$ cat config.mk
export PLATFORM = sky130hd
export DESIGN_NAME = regfile_wb_arbiter_flat
export DESIGN_NICKNAME = d
export VERILOG_FILES = /design/src/rtl/regfile_wb_arbiter_if.sv /design/src/rtl/regfile_wb_arbiter.sv /design/src/flat_wrapper.sv
export SDC_FILE = /design/constraint.sdc
export NUM_CORES = 1
export LEC_CHECK = 0
export BUFFER_PORTS_ARGS = -buffer_cell sky130_fd_sc_hd__buf_2
export CORE_UTILIZATION = 46
export DETAILED_ROUTE_END_ITERATION = 7
export GPL_ROUTABILITY_DRIVEN = 0
export GPL_TIMING_DRIVEN = 0
export PLACE_DENSITY = 0.73
export SYNTH_ARGS = -nofsm -noshare
export SYNTH_HDL_FRONTEND = slang
export SYNTH_SLANG_ARGS = --single-unit
$ cat constraint.sdc
create_clock -name clk -period 1.6 [get_ports clk]
set_clock_uncertainty 0.1 [all_clocks]
set_input_delay 0.08 -clock clk [delete_from_list [all_inputs] [get_ports clk]]
set_output_delay 0.08 -clock clk [all_outputs]
set_load 0.005 [all_outputs]
$ cat src/rtl/regfile_wb_arbiter_if.sv
// Write-port arbiter bundle: producer A/B handshakes, decode issue/hazard
// signals and the registered register-file write port.
interface regfile_wb_arbiter_if;
    logic        a_valid;
    logic        a_ready;
    logic [4:0]  a_wn;
    logic [31:0] a_d;
    logic        b_valid;
    logic        b_ready;
    logic [4:0]  b_wn;
    logic [31:0] b_d;
    logic        iss_valid;
    logic [4:0]  iss_wn;
    logic        iss_stall;
    logic [4:0]  rna;
    logic [4:0]  rnb;
    logic        hz_a;
    logic        hz_b;
    logic [4:0]  wn;
    logic [31:0] d;
    logic        we;

    modport master (
        output a_valid, a_wn, a_d, b_valid, b_wn, b_d, iss_valid, iss_wn, rna, rnb,
        input  a_ready, b_ready, iss_stall, hz_a, hz_b, wn, d, we
    );

    modport slave (
        input  a_valid, a_wn, a_d, b_valid, b_wn, b_d, iss_valid, iss_wn, rna, rnb,
        output a_ready, b_ready, iss_stall, hz_a, hz_b, wn, d, we
    );
endinterface

$ cat src/rtl/regfile_wb_arbiter.sv
// Shares the register-file write port between writeback (A) and mul/div (B)
// with anti-starvation for B, and scoreboards destinations with pending writes.
module regfile_wb_arbiter #(
    parameter int unsigned STARVE_LIM = 4
) (
    input logic                  clk,
    input logic                  clr,
    regfile_wb_arbiter_if.slave  bus
);

    localparam logic [3:0] LIM = 4'(STARVE_LIM);

    logic [3:0]  wcnt;
    logic        b_pri;
    logic [31:0] pend;
    logic [31:0] pend_nxt;
    logic        iss_set;

    assign b_pri       = (wcnt == LIM);
    assign bus.a_ready = bus.a_valid & ~b_pri;
    assign bus.b_ready = bus.b_valid & (b_pri | ~bus.a_valid);

    assign bus.iss_stall = bus.iss_valid & pend[bus.iss_wn];
    assign bus.hz_a      = pend[bus.rna];
    assign bus.hz_b      = pend[bus.rnb];
    assign iss_set       = bus.iss_valid & ~bus.iss_stall & (bus.iss_wn != 5'd0);

    always_ff @(posedge clk) begin
        if (clr) begin
            wcnt <= '0;
        end else if (bus.b_ready) begin
            wcnt <= '0;
        end else if (bus.b_valid && wcnt != LIM) begin
            wcnt <= wcnt + 4'd1;
        end
    end

    always_ff @(posedge clk) begin
        if (clr) begin
            bus.we <= 1'b0;
            bus.wn <= '0;
            bus.d  <= '0;
        end else if (bus.a_ready) begin
            bus.we <= (bus.a_wn != 5'd0);
            bus.wn <= bus.a_wn;
            bus.d  <= bus.a_d;
        end else if (bus.b_ready) begin
            bus.we <= (bus.b_wn != 5'd0);
            bus.wn <= bus.b_wn;
            bus.d  <= bus.b_d;
        end else begin
            bus.we <= 1'b0;
        end
    end

    // Clear is applied before set so a same-cycle issue of the written register wins.
    always_comb begin
        pend_nxt = pend;
        if (bus.we) begin
            pend_nxt[bus.wn] = 1'b0;
        end
        if (iss_set) begin
            pend_nxt[bus.iss_wn] = 1'b1;
        end
        pend_nxt[0] = 1'b0;
    end

    always_ff @(posedge clk) begin
        if (clr) begin
            pend <= '0;
        end else begin
            pend <= pend_nxt;
        end
    end

endmodule

$ cat src/flat_wrapper.sv
// flat-port wrapper written by rule: the top's interface ports become plain ports
module regfile_wb_arbiter_flat 
#(
    parameter int unsigned STARVE_LIM = 4
)
  (clk, clr, bus_a_valid, bus_a_wn, bus_a_d, bus_b_valid, bus_b_wn, bus_b_d, bus_iss_valid, bus_iss_wn, bus_rna, bus_rnb, bus_a_ready, bus_b_ready, bus_iss_stall, bus_hz_a, bus_hz_b, bus_wn, bus_d, bus_we);
  regfile_wb_arbiter_if bus_i ();
  input logic clk;
  input logic clr;
  input wire logic [$bits(bus_i.a_valid)-1:0] bus_a_valid;
  input wire logic [$bits(bus_i.a_wn)-1:0] bus_a_wn;
  input wire logic [$bits(bus_i.a_d)-1:0] bus_a_d;
  input wire logic [$bits(bus_i.b_valid)-1:0] bus_b_valid;
  input wire logic [$bits(bus_i.b_wn)-1:0] bus_b_wn;
  input wire logic [$bits(bus_i.b_d)-1:0] bus_b_d;
  input wire logic [$bits(bus_i.iss_valid)-1:0] bus_iss_valid;
  input wire logic [$bits(bus_i.iss_wn)-1:0] bus_iss_wn;
  input wire logic [$bits(bus_i.rna)-1:0] bus_rna;
  input wire logic [$bits(bus_i.rnb)-1:0] bus_rnb;
  output wire logic [$bits(bus_i.a_ready)-1:0] bus_a_ready;
  output wire logic [$bits(bus_i.b_ready)-1:0] bus_b_ready;
  output wire logic [$bits(bus_i.iss_stall)-1:0] bus_iss_stall;
  output wire logic [$bits(bus_i.hz_a)-1:0] bus_hz_a;
  output wire logic [$bits(bus_i.hz_b)-1:0] bus_hz_b;
  output wire logic [$bits(bus_i.wn)-1:0] bus_wn;
  output wire logic [$bits(bus_i.d)-1:0] bus_d;
  output wire logic [$bits(bus_i.we)-1:0] bus_we;
  assign bus_i.a_valid = bus_a_valid;
  assign bus_i.a_wn = bus_a_wn;
  assign bus_i.a_d = bus_a_d;
  assign bus_i.b_valid = bus_b_valid;
  assign bus_i.b_wn = bus_b_wn;
  assign bus_i.b_d = bus_b_d;
  assign bus_i.iss_valid = bus_iss_valid;
  assign bus_i.iss_wn = bus_iss_wn;
  assign bus_i.rna = bus_rna;
  assign bus_i.rnb = bus_rnb;
  assign bus_a_ready = bus_i.a_ready;
  assign bus_b_ready = bus_i.b_ready;
  assign bus_iss_stall = bus_i.iss_stall;
  assign bus_hz_a = bus_i.hz_a;
  assign bus_hz_b = bus_i.hz_b;
  assign bus_wn = bus_i.wn;
  assign bus_d = bus_i.d;
  assign bus_we = bus_i.we;
  regfile_wb_arbiter #(.STARVE_LIM(STARVE_LIM)) u_core (.clk(clk), .clr(clr), .bus(bus_i));
endmodule
Word-level counts from Yosys, hierarchy flattened
Cells that the tools add are included.
- input bits: 94
- flip-flop bits (word level): 74
- word-level logic and storage cells: 53
- output and inout bits: 43
- reductions and logical operators: 8
- equal/unequal tests: 2
- $add $sub $neg: 1
- magnitude comparators: 6
- mux-type cells: 18
- bitwise logic cells: 12
- operator list (operator ; count):
    $mux 32 ; 4
    $and 32x32->32 ; 1
    $not 32->32 ; 1
    $or 32x32->32 ; 1
    $lt 5x6->1 const B ; 4
    $bmux 1 s5 ; 3
    $reduce_bool 5->1 ; 3
    $demux 1 s5 ; 2
    $ge 5x1->1 const B ; 2
    $mux 5 ; 2
    $mux 1 ; 7
    $and 1x1->1 ; 5
    $add 4x1->4 const B ; 1
    $eq 4x3->1 const B ; 1
    $ne 4x3->1 const B ; 1
    $logic_and 1x1->1 ; 3
    $not 1->1 ; 3
    $reduce_bool 2->1 ; 1
    $reduce_or 2->1 ; 1
    $or 1x1->1 ; 1

Logic depth before layout (Yosys ltp)
Gate-level depths: netlist of the first run.
- depth in word-level cells: 9
- depth in mapped cells: 8
- gate-level depth less buffers: 7

Least setup slack after synthesis of the first run
No wires, ideal clock.
- path kind: register to register
- from: reg u_core.pend[7]
- to: reg u_core.pend[27]
- library setup time: 0.088 ns
- clock period less this slack: 1.765 ns
- data required time: 1.412 ns
- arrival time: 1.577 ns
- buffers on the path: 1
- path slack: -0.165 ns
- stages on the path, launching flop included: 7
- path through: dfxtp_1 > mux4_2 > nor4bb_1 > a21oi_2 > o311ai_2 > buf_6 > o31ai_1
- word-level cells in the longest chain between the ends: 7
- ends and longest elaborated chain (element ; RTL line ; source):
    from (decl) ; regfile_wb_arbiter.sv:15 ; logic [31:0] pend;
    from (signal assigned) ; regfile_wb_arbiter.sv:72 ; pend <= pend_nxt;
    $bmux 1 s5 ; regfile_wb_arbiter.sv:23 ; assign bus.iss_stall = bus.iss_valid & pend[bus.iss_wn];
    $mux 1 (implied by the code) ; regfile_wb_arbiter.sv:23 ;
    $and 1x1->1 ; regfile_wb_arbiter.sv:23 ;
    $not 1->1 ; regfile_wb_arbiter.sv:26 ; assign iss_set = bus.iss_valid & ~bus.iss_stall & (bus.iss_wn != 5'd0);
    $and 1x1->1 (2 in a row) ; regfile_wb_arbiter.sv:26 ;
    $mux 32 ; regfile_wb_arbiter.sv:62 ; if (iss_set) begin
No other way between the ends. The select of a mux whose other input is x is not followed.
A chain may end at the register's enable or synchronous reset.

Final worst setup path of the first run
- from: reg u_core.pend[7]
- to: out bus_iss_stall
- word-level cells in the longest chain between the ends: 3
- ends and longest elaborated chain (element ; RTL line ; source):
    $bmux 1 s5 ; regfile_wb_arbiter.sv:23 ;
    $mux 1 (implied by the code) ; regfile_wb_arbiter.sv:23 ;
    $and 1x1->1 ; regfile_wb_arbiter.sv:23 ;
    to (decl) ; flat_wrapper.sv:22 ; output wire logic [$bits(bus_i.iss_stall)-1:0] bus_iss_stall;
No other way between the ends. The select of a mux whose other input is x is not followed.

==> impl_metrics.py, run 1 <==
metrics = {
    "final_layout": {
        "postLayoutCoreUtil_pct": 72.46,
        "fillerInstances": 595,
        "drive_gt1_share_pct": 38.14,
        "instances_no_fill": 787,
        "antenna_cells": 0,
        "area_growth_pct": 51.54,
        "num-nets-final": 770,
    },
    "critical_path": {
        "worstPathMaxFanout": 2,
        "crit_start": "u_core.pend[7]",
        "path_buf_inv": 1,
        "max_stage_delay_ns": 0.47,
        "worst_path_max_delay_cell": "mux4_2",
        "path_delay_family": "compound AO/OA/AOI/OAI gates",
        "cp-start-kind": "flip-flop",
        "worstSetupPathType": "reg2out",
        "end_kind": "output port",
        "cp.arrival_ns": 2.08,
        "crit_required_ns": 1.42,
        "regToRegStartpoint": "u_core.pend[7]",
        "crit_path_cell_trace": "mux4_2 > nor4bb_1 > a21oi_2 > o311ai_4 > a211o_1 > buf_2",
    },
    "drt": {
        "wirelength_um": 15730,
        "ant_nets": 0,
        "avgViaCountPerCell": 5.985,
        "drc": 0,
        "routedWlPerCell_um": 19.98,
        "first_iter_violations": 313,
        "drt_pre_antenna_iters": 5,
        "vias": 4710,
    },
    "timing": {
        "final_hold_viol_count": 0,
        "fmax_ghz": 0.4420,
        "setup_viol": 26,
        "worstMarginPinSlew_ns": 0.8222,
        "drv_slew": 0,
        "relSlewSlack_pct": 45.18,
        "grt_setup_unrepaired": "yes",
        "post-route-period-util_pct": 141.4,
        "finalCriticalPeriod_ns": 2.262,
        "setup_slack_ns": -0.6624,
    },
    "logic_synthesis": {
        "avgSynthCellArea_um2": 9.271,
        "netlist_area_mm2": 0.004190,
        "yosysUniqueCellTypes": 41,
        "synth_edf_count": 0,
        "synth_common_cells": "dfxtp_1 (73), nor2_1 (49), mux2i_1 (47)",
        "synth-seq-cells": 73,
        "synthDominantCellAreaShare_pct": 34.88,
        "yosysSeqAreaShare_pct": 34.88,
        "synthCells": 452,
        "synth_area_leader_cell": "dfxtp_1",
        "synth_fp_nets": 548,
        "synth_most_common_cell": "dfxtp_1",
        "ys_async_sr_fraction_pct": 0,
        "synth_area_leaders": "dfxtp_1 (35%), mux4_2 (11%), mux2i_1 (11%)",
        "synthFlopType": "dfxtp_1",
        "yosys_warnings": 0,
    },
    "pwr": {
        "seqPwrFrac_pct": 43.3,
        "fin_total_pwr_mw": 4.565,
        "p_sw_mw": 1.296,
        "power.internal_mw": 3.269,
        "p_sw_share_pct": 28.38,
        "p_leak_nw": 2.622,
        "powerDensity_mw_per_mm2": 718.9,
        "peakVddDrop_v": 0.0004265,
        "p_clk_share_pct": 35.6,
        "p_comb_share_pct": 21.0,
    },
    "grt": {
        "overflow": 0,
        "grt_pass1_wl_um": 23190,
        "antenna_found_initial": 0,
        "grt_pass1_vias": 4747,
        "track_usage_pct": 30.99,
        "grt_start_max_net_pins": 18,
    },
    "clock_network": {
        "cts.sinks": 73,
        "cts_tree": "built",
        "htreeDepth": 3,
        "clockRootBuffer": "clkbuf_8",
        "cts_inserted_buffers": 9,
        "worstSkewPairLatency_ns": 0.37,
        "clock_path_buffers": 2,
        "cts.clk_slew.worst_paths_ns": 0.10,
    },
    "run": {
        "max-cap-violations": 0,
    },
    "place": {
        "io_buffer_count": 125,
        "place_hpwl_um": 9343,
        "dp.cells": 685,
    },
    "floorplanning": {
        "die_h_um": 97.44,
        "dieArea_mm2": 0.009495,
        "rows": 34,
        "die_w_um": 97.44,
        "ios": 137,
        "start_util_pct": 47.82,
        "coreArea_mm2": 0.008763,
    },
    "min_path": {
        "hold_class": "in2reg",
        "hp-start": "bus_b_wn[3]",
    },
    "run_status": {
        "outcome": "finished, violations left",
        "violations": "negative setup slack",
    },
}
[path summary, 6_finish.rpt]
kind	endpoint	slack, ns	depth (start not counted)
max	bus_iss_stall	-0.66	6
min	u_core.bus.wn[3]	0.04	3
max reg2reg	u_core.pend[20]	-0.55	8
min reg2reg	u_core.pend[28]	0.42	2
[metrics by stage]
step	cell area, µm²	setup TNS [ns]	hold WS [ns]	worst slack [ns]
final	6350	-9.929	0.04336	-0.6624
after global placement	4965	-12.34	0.2692	-0.3559
after CTS	6056	-7.111	0.002334	-0.6333
after global routing	6350	-11.64	0.04257	-0.7223
after floorplan	4204	-1.581	0.1545	-0.1440
after detailed placement	4965	-15.59	0.2769	-0.3826
[repair_timing]
item / 4_1_cts / 5_1_grt
hold buffers: 72 / 0
endpoints found under the setup margin: 68 / 67
hold endpoints to repair: 38 / 0
buffers inserted: 12 / 5
pin swaps: 4 / 5
resized for setup: 29 / 68
[layout by cell type (no fill, tap or decap), types with 10 or more instances in the layout]
| cell type | n |
|---|---|
| nor2_1 | 49 |
| o31ai_2 | 10 |
| a21oi_1 | 10 |
| mux2i_1 | 47 |
| nand3b_1 | 25 |
| mux4_2 | 21 |
| o21ai_0 | 24 |
| a211oi_2 | 15 |
| dlygate4sd3_1 | 72 |
| nand2_1 | 31 |
| buf_2 | 128 |
| a211oi_1 | 23 |
| buf_4 | 14 |
| clkbuf_1 | 24 |
| dfxtp_2 | 12 |
| dfxtp_1 | 61 |
[tightest hold or removal path, delay by kind of cell]
kind / cells / cell delay (ns)
buffers and inverters: 1 / 0.11
muxes: 1 / 0.18
AOI/OAI and AO/OA: 1 / 0.10
[cell families after synthesis]
family | after synthesis | synth area share, %
AOI/OAI and AO/OA | 103 | 16.45
xor gates and xnor gates | 3 | 0.6272
adders and majority gates | 2 | 0.5971
buffers and inverters | 44 | 4.419
DFF | 73 | 34.88
muxes | 70 | 23.05
and+or+nand+nor | 157 | 19.98
[state kept, by name, indices dropped and copies added, names as in the netlist]
register,flops
u_core.bus.wn,5
u_core.bus.we,1
u_core.wcnt,4
u_core.bus.d,32
u_core.pend,31
[power by group through the flow]
stage / Combinational [mW] / Sequential [mW] / Clock [mW]
after floorplan: 0.399 / 2.00 / 0
after global placement: 0.673 / 2.00 / 0
after CTS: 0.865 / 1.96 / 1.62
after detailed placement: 0.691 / 2.00 / 0
after global routing: 1.02 / 1.98 / 1.70
final: 0.960 / 1.98 / 1.63
[per-layer routing]
layer	global-route usage [%]	share of wire, %	vias to the layer above
li1	-	-	2122
met2	54.60	51	283
met5	0	0	-
met4	16.40	4.5	0
met1	35.40	37	2245
met3	5.827	7.8	60
[area by class of cell]
type / instances / area [µm²] / area share, %
inverter: 3 / 13.76 / 0.2167
clock buffer: 11 / 131.4 / 2.069
tap: 108 / 135.1 / 2.128
timing repair buffer: 214 / 1513 / 23.82
clock inverter: 5 / 80.08 / 1.261
multi-input combinational: 335 / 2799 / 44.08
sequential: 73 / 1476 / 23.25
buffer: 38 / 201.4 / 3.172
No activity file was read; power rests on OpenSTA's default activity.
==> run 2, diff against run 1 <==
--- a/config.mk
+++ b/config.mk
@@ -11,6 +11,7 @@
 export GPL_ROUTABILITY_DRIVEN = 0
 export GPL_TIMING_DRIVEN = 0
 export PLACE_DENSITY = 0.73
+export REMOVE_ABC_BUFFERS = 1
 export SYNTH_ARGS = -nofsm -noshare
 export SYNTH_HDL_FRONTEND = slang
 export SYNTH_SLANG_ARGS = --single-unit
==> impl_metrics.py, run 2 (synthesized netlist as in run 1, its figures left out) <==
metrics = {
    "final_layout": {
        "reg_top3": "u_core.bus.d: 32 flops, u_core.pend: 31 flops, u_core.bus.wn: 5 flops",
        "area_growth_pct": 63.45,
        "antenna_cells": 0,
        "largest_reg_flops": 32,
        "fillerInstances": 442,
        "drive_gt1_share_pct": 47.99,
        "regMostFlops": "u_core.bus.d",
        "mostFrequentLayoutCells": "buf_2 (133), dlygate4sd3_1 (73), dfxtp_1 (61), mux2i_1 (46)",
        "mostFrequentLayoutCell": "buf_2",
        "postLayoutCellArea_mm2": 0.006849,
        "num-nets-final": 762,
    },
    "floorplanning": {
        "die_h_um": 97.44,
        "rows": 34,
        "dieArea_mm2": 0.009495,
        "start_util_pct": 47.82,
        "ios": 137,
        "coreArea_mm2": 0.008763,
        "die_w_um": 97.44,
    },
    "critical_path": {
        "cp.arrival_ns": 2.06,
        "worstPathMaxFanout": 3,
        "crit_required_ns": 1.42,
        "worstSetupPathType": "reg2out",
        "end_kind": "output port",
        "cp-start-kind": "flip-flop",
    },
    "drt": {
        "drt_pre_antenna_iters": 7,
        "ant_nets": 0,
        "routedWlPerCell_um": 26.91,
        "vias": 5405,
        "wirelength_um": 20960,
        "avgViaCountPerCell": 6.938,
        "drc": 0,
        "first_iter_violations": 603,
    },
    "pwr": {
        "p_leak_nw": 2.765,
        "peakVddDrop_v": 0.0005170,
        "fin_total_pwr_mw": 4.965,
        "powerDensity_mw_per_mm2": 724.9,
    },
    "clock_network": {
        "htreeDepth": 3,
        "cts.sinks": 73,
        "clockRootBuffer": "clkbuf_8",
        "cts.clk_slew.worst_paths_ns": 0.10,
        "cts_tree": "built",
        "clock_path_buffers": 2,
        "worstSkewPairLatency_ns": 0.37,
        "cts_inserted_buffers": 9,
    },
    "timing": {
        "final_hold_viol_count": 0,
        "fmax_ghz": 0.4474,
        "drv_slew": 0,
        "grt_setup_unrepaired": "yes",
        "finalCriticalPeriod_ns": 2.235,
        "relSlewSlack_pct": 14.92,
        "setup_viol": 70,
        "post-route-period-util_pct": 139.7,
        "setup_slack_ns": -0.6351,
        "worstMarginPinSlew_ns": 1.276,
        "tns_ns": -14.10,
    },
    "run": {
        "max-cap-violations": 0,
    },
    "grt": {
        "antenna_found_initial": 0,
        "overflow": 0,
        "grt_pass1_vias": 4631,
        "grt_start_max_net_pins": 74,
        "grt_pass1_wl_um": 24640,
        "track_usage_pct": 32.74,
    },
    "run_status": {
        "violations": "negative setup slack",
        "outcome": "finished, violations left",
    },
    "place": {
        "place_hpwl_um": 8535,
        "io_buffer_count": 136,
        "placedInstanceArea_mm2": 0.004855,
    },
    "min_path": {
        "hold_class": "in2reg",
    },
}
run 2: cell count changes in the layout (fill, tap and decap cells not counted), sizes merged:
| cell | delta |
|---|---|
| nand2 | +1 |
| clkbuf | -21 |
| clkinv | +1 |
| dlygate4sd3 | +1 |
| buf | +10 |
| clkinvlp | -2 |
| inv | +2 |
run 2: final timing paths:
check,startpoint,end,slack [ns],cells past startpoint
worst max-delay path,u_core.pend[5],bus_iss_stall,-0.64,6
worst min register to register,u_core.pend[1],u_core.pend[1],0.44,2
worst min-delay path,bus_a_valid,u_core.bus.d[8],0.08,3
worst max register to register,u_core.pend[5],u_core.pend[27],-0.62,7
run 2: metrics by stage:
step / instances / worst slack (ns) / utilization [%] / hold WS [ns]
5_1_grt: 779 / -0.7121 / 78.16 / 0.07081
2_1_floorplan: 411 / -1.200 / - / 0.04907
3_5_place_dp: 656 / -0.7473 / 55.40 / 0.2765
6_report: 779 / -0.6351 / 78.16 / 0.07537
4_1_cts: 766 / -0.6107 / 69.40 / 0.02157
3_3_place_gp: 655 / -1.667 / 55.14 / 0.2666
run 2: timing repair:
action,CTS,global route
pin swaps,4,42
setup endpoints to repair,59,65
setup buffers,18,7
resized for setup,18,144
endpoints found under the hold margin,38,0
hold buffers,73,0
gates cloned,3,7
run 2: layout make-up:
type                            instances  area [µm²]  area share [%]
Clock inverter                          6       97.59           1.425
Sequential cell                        73        1481           21.63
Clock buffer                           10       137.6           2.009
Timing Repair Buffer                  243        1883           27.49
Multi-Input combinational cell        336        3100           45.27
Tap cell                              108       135.1           1.973
Inverter                                3       13.76          0.2009
run 2: worst max-delay path, cell delays in order, from the launching register on:
cell and delay (ns):
dfxtp_4 0.36, mux4_2 0.44, nor4bb_1 0.16, a21oi_2 0.17, o311ai_4 0.13, a211o_1 0.30
buf_2 0.13
run 2: report_power, final:
| group | internal [mW] | total (mW) | switching (mW) |
|---|---|---|---|
| clock | 0.944 | 1.75 | 0.807 |
| combinational | 0.584 | 1.21 | 0.629 |
| sequential | 1.90 | 2.00 | 0.100 |
| total | 3.43 | 4.97 | 1.54 |
run 2: routing by layer:
layer | track usage, % | part of all wire [%] | up-vias
met3 | 5.180 | 12 | 208
met1 | 41.07 | 34 | 2478
met2 | 55.24 | 45 | 614
met4 | 14.93 | 9.2 | 0
met5 | 0 | 0 | -
li1 | - | - | 2105
